$ cat src/rtl/sram_dp_be.sv
// rtl/sram_dp_be.sv - simple-dual-port SRAM with byte enables, configurable read latency and reset-time clear sweep
module sram_dp_be #(
  parameter int DATA_W       = 32,
  parameter int ADDR_W       = 4,
  parameter int RD_LAT       = 1,
  parameter int WR_MODE      = 0,
  parameter int CLEAR_ON_RST = 1
) (
  input  logic                  clk,
  input  logic                  rst,
  input  logic                  wr,
  input  logic [ADDR_W-1:0]     wr_addrs,
  input  logic [DATA_W/8-1:0]   be,
  input  logic [DATA_W-1:0]     din,
  input  logic                  rd,
  input  logic [ADDR_W-1:0]     rd_addrs,
  output logic [DATA_W-1:0]     dout,
  output logic                  dout_valid,
  output logic                  ready
);

  localparam int NB    = DATA_W / 8;
  localparam int DEPTH = 1 << ADDR_W;

  typedef enum logic {ST_CLEAR, ST_RUN} state_t;

  state_t              state;
  logic [ADDR_W-1:0]   clr_ptr;
  logic [DATA_W-1:0]   mem [DEPTH];
  logic                wr_en;
  logic                rd_en;
  logic                collide;
  logic [DATA_W-1:0]   rd_word;
  logic                v0, v1;
  logic [DATA_W-1:0]   d0, d1;

  assign wr_en   = wr & ready & ~rst;
  assign rd_en   = rd & ready & ~rst;
  assign collide = wr_en && (wr_addrs == rd_addrs) && (WR_MODE == 1);

  // Write-first collisions forward the enabled bytes of din over the stored word
  always_comb begin
    rd_word = mem[rd_addrs];
    for (int i = 0; i < NB; i++) begin
      if (collide && be[i]) rd_word[8*i +: 8] = din[8*i +: 8];
    end
  end

  always_ff @(posedge clk) begin
    if (rst) begin
      state   <= (CLEAR_ON_RST != 0) ? ST_CLEAR : ST_RUN;
      clr_ptr <= '0;
      ready   <= 1'b0;
    end else begin
      ready <= (state == ST_RUN);
      if (state == ST_CLEAR) begin
        clr_ptr <= clr_ptr + 1'b1;
        if (&clr_ptr) state <= ST_RUN;
      end
    end
  end

  // The array itself has no reset so contents survive rst when the sweep is disabled
  always_ff @(posedge clk) begin
    if (!rst && state == ST_CLEAR) begin
      mem[clr_ptr] <= '0;
    end else if (wr_en) begin
      for (int i = 0; i < NB; i++) begin
        if (be[i]) mem[wr_addrs][8*i +: 8] <= din[8*i +: 8];
      end
    end
  end

  always_ff @(posedge clk) begin
    if (rst) begin
      v0         <= 1'b0;
      v1         <= 1'b0;
      d0         <= '0;
      d1         <= '0;
      dout       <= '0;
      dout_valid <= 1'b0;
    end else begin
      v0 <= rd_en;
      if (rd_en) d0 <= rd_word;
      v1 <= v0;
      if (v0) d1 <= d0;
      if (RD_LAT == 1) begin
        dout_valid <= v0;
        if (v0) dout <= d0;
      end else begin
        dout_valid <= v1;
        if (v1) dout <= d1;
      end
    end
  end

endmodule

$ cat config.mk
export PLATFORM = sky130hd
export DESIGN_NAME = sram_dp_be
export DESIGN_NICKNAME = d
export VERILOG_FILES = /design/src/rtl/sram_dp_be.sv
export SDC_FILE = /design/constraint.sdc
export NUM_CORES = 1
export LEC_CHECK = 0
export CORE_UTILIZATION = 35
export DETAILED_ROUTE_END_ITERATION = 12
export PLACE_DENSITY = 0.54
export SYNTH_ARGS = -nofsm -noshare
export SYNTH_HDL_FRONTEND = slang
export SYNTH_SLANG_ARGS = --single-unit
$ cat constraint.sdc
create_clock -name clk -period 4.3 [get_ports clk]
set_clock_uncertainty 0.2 [all_clocks]
set_input_delay 0.86 -clock clk [delete_from_list [all_inputs] [get_ports clk]]
set_output_delay 0.86 -clock clk [all_outputs]
set_load 0.01 [all_outputs]
==> flow_summary_export.csv <==
group,metric,value,unit
clock_tree,insertion_delay,0.61,ns
layout,final_nets,1424,
die,initial_core_util,35.37,%
timing,slew_viol_final,0,
layout,area.growth.synth_to_final,18.94,%
placed_design,post_dp_cell_area,0.02508,sq mm
yosys,synth.yosys.seq_area_share,74.03,%
detailed_routing,first_pass_iters,6,
clock_tree,clock_tree_from_tritoncts,"done",
layout,fillerInstances,5694,
yosys,synth_ff_type,"edfxtp_1",
critical_path,arr_time_crit_path,3.73,ns
clock_tree,cts_inserted_buffers,60,
die,chipHeight,256.8,microns
detailed_routing,routed_antenna_nets,0,
clock_tree,max-clock-path-buffers,3,
yosys,syn-num-nets,1252,
yosys,syn-cell-area,0.02272,sq mm
placed_design,io_buffers,81,
yosys,synth-edff-count,512,
yosys,synth.ff_latch_count,584,
die,io-pin-count,82,
yosys,ys_types,34,
detailed_routing,routed_wirelength,54360,microns
layout,fin_cells,2280,
clock_tree,post-cts-setup-buffers,0,
detailed_routing,drc,0,
timing,worst-slew-pin-transition,1.255,ns
detailed_routing,detail_route.iter0.violations,966,
timing,final_period_minus_worst_setup_slack,3.717,ns
layout,final_area,0.02702,sq mm
die,die_width,256.8,microns
critical_path,cp_required,4.31,ns
timing,grt_setup_unrepaired,"no",
timing,final_min_period_over_clock_period,86.43,%
timing,finalSetupViolCount,0,
clock_tree,postCtsHoldBufs,0,
grt,global_route.usage.total,16.65,%
yosys,synth_cells,1203,
min_path,hold_path_class,"in -> reg",
yosys,synth_warnings,0,
timing,timing_hold_violations_final,0,
yosys,avg_inst_size_synth,18.88,sq um
flow_run,max_cap_viol_count,0,
die,core_area,0.06423,sq mm
placed_design,place.detailed.hpwl,34640,microns
die,design.die.area,0.06592,sq mm
grt,wire_length_of_the_first_global_routing_pass,81010,microns
power,power.ir.vdd_worst,268.4,uV
critical_path,setup.worst_path.start_class,"input pin",
outcome,status,"complete, no violations",
placed_design,place.gp.congestion,0.7662,
power,power.leakage,8.069,nW
critical_path,critical-path-slowest-cell,"nor3_1",
grt,largest_net_degree_at_the_start_of_global_routing,57,
critical_path,type_of_the_worst_setup_path,"in -> reg",
clock_tree,postCtsResizedCells,0,
grt,global_route.overflow_total,0,
layout,diodes,0,
detailed_routing,num_vias,11556,
placed_design,dp_cells,2168,
critical_path,crit_path_max_fanout,11,
timing,max_freq,269.1,MHz
critical_path,worstPathCellList,"clkdlybuf4s50_1 -> or4_1 -> and4_2 -> buf_4 -> mux2i_4 -> nor3_1",
grt,via_count_of_the_first_global_routing_pass,12097,
detailed_routing,vias_per_cell,5.068,
clock_tree,cts-htree-levels,2,
die,placement_rows,93,
critical_path,worst_path_largest_cell_delay,0.98,ns
critical_path,setup.worst_path.end_class,"register",
clock_tree,clk_pin_slew,0.06,ns
yosys,asyncSetResetFlopFracSynth,0,%
grt,antenna_found_initial,0,
power,power_dens_cells,435.9,mW/mm^2
layout,register_area,0.01682,sq mm
layout,multi_input_area,0.005503,sq mm
layout,post_route_cells_drive_above_1_share,23.51,%
detailed_routing,detail_route.wl_per_cell,23.84,microns
clock_tree,clockRootBuffer,"clkbuf_16",
clock_tree,clock_sinks,584,
timing,worst_slew_margin_rel,15.67,%
## final cells by class
class                   instances  area share, %
repair buffers                191          6.270
flip-flops and latches        584          62.24
multi-input cells             538          20.37
clock inverters                40          1.357
well taps                     855          3.959
clock buffers                  72          5.803
## stage by stage
stage | utilization (%) | total power [mW] | setup WS, ns | TNS [ns] | hold slack [ns]
6_report | 42.06 | 11.78 | 0.5835 | 0 | 0.2386
5_1_grt | 42.06 | 12.13 | 0.4577 | 0 | 0.2331
4_1_cts | 42.06 | 11.90 | 0.5871 | 0 | 0.2049
3_5_place_dp | 39.05 | 6.777 | -0.05423 | -2.257 | 0.2744
3_3_place_gp | 39.05 | 6.772 | 0.03374 | 0 | 0.2690
2_1_floorplan | - | 6.584 | 0.8777 | 0 | 0.2526
## final timing paths
| check | start | endpoint | slack, ns | cells past startpoint |
|---|---|---|---|---|
| hold / removal | rst | ready | 0.24 | 2 |
| hold reg to reg | d0[1] | d0[1] | 0.28 | 2 |
| setup / recovery | be[0] | mem[12][12] | 0.58 | 6 |
| setup reg to reg | ready | mem[12][12] | 1.00 | 3 |
## placed cells by master, fill, tap and decap left out, types with 3 or more instances in the layout
master           instances
edfxtp_1               512
mux2i_1                129
buf_4                  106
mux4_2                  96
clkdlybuf4s50_1         77
dfxtp_1                 71
clkbuf_16               61
nor2_1                  42
nor3_1                  39
nand2_1                 37
a221oi_1                32
o21ai_0                 32
o211ai_1                32
and2_1                  31
nor3_2                  25
clkinv_1                16
clkinv_2                13
nor2b_1                 12
clkbuf_1                11
bufinv_16                7
mux2i_4                  6
buf_12                   5
nand3_1                  4
a21o_1                   4
clkinvlp_4               3
## layer usage
metal / vias to the layer above / global-route usage [%] / wire length [microns]
met2: 253 / 27.33 / 26390
met3: 64 / 3.252 / 2918
li1: 5193 / - / -
met1: 6046 / 22.74 / 24160
met5: - / 0 / 0
met4: 0 / 4.018 / 884
## synthesized netlist by cell type, drive strengths merged (32+ instances only)
cell type	count	area, sq um
nor3	64	445.4
nand2	37	138.9
edfxtp	512	15370
dfxtp	72	1441
mux4	96	2162
and2	34	215.2
mux2i	135	1426
buf	40	262.8
o21ai	32	160.2
clkbuf	41	153.9
nor2	42	157.7
o211ai	32	240.2
a221oi	32	280.3
## critical path: cells and delay by family
family / cells / cell delay (ns)
and+or+nand+nor: 3 / 1.94
muxes: 1 / 0.28
buffers and inverters: 2 / 0.64
## flip-flops by register name, indices dropped and copies added (netlist names)
name,cells
clr_ptr,4
dout,32
ready,1
d0,32
dout_valid,1
v0,1
mem,512
state,1
## kinds of logic after synthesis
kind of cell               Yosys count  share of synthesized area [%]
DFF                                584                          74.03
and+or+nand+nor                    199                          4.858
muxes                              233                          15.93
AOI/OAI and AO/OA                  102                          3.178
buffers and inverters               81                          1.834
xor gates and xnor gates             3                         0.1157
adders and majority gates            1                        0.05507
## where the power goes
part           leakage, nW  switching, mW  total [mW]  internal [mW]
Sequential            4.53         0.0214        6.18           6.16
Combinational         2.59          0.267       0.465          0.199
Clock                0.944           2.13        5.13           3.00
Total                 8.07           2.42        11.8           9.36
Power figures use the tool's default switching activity.
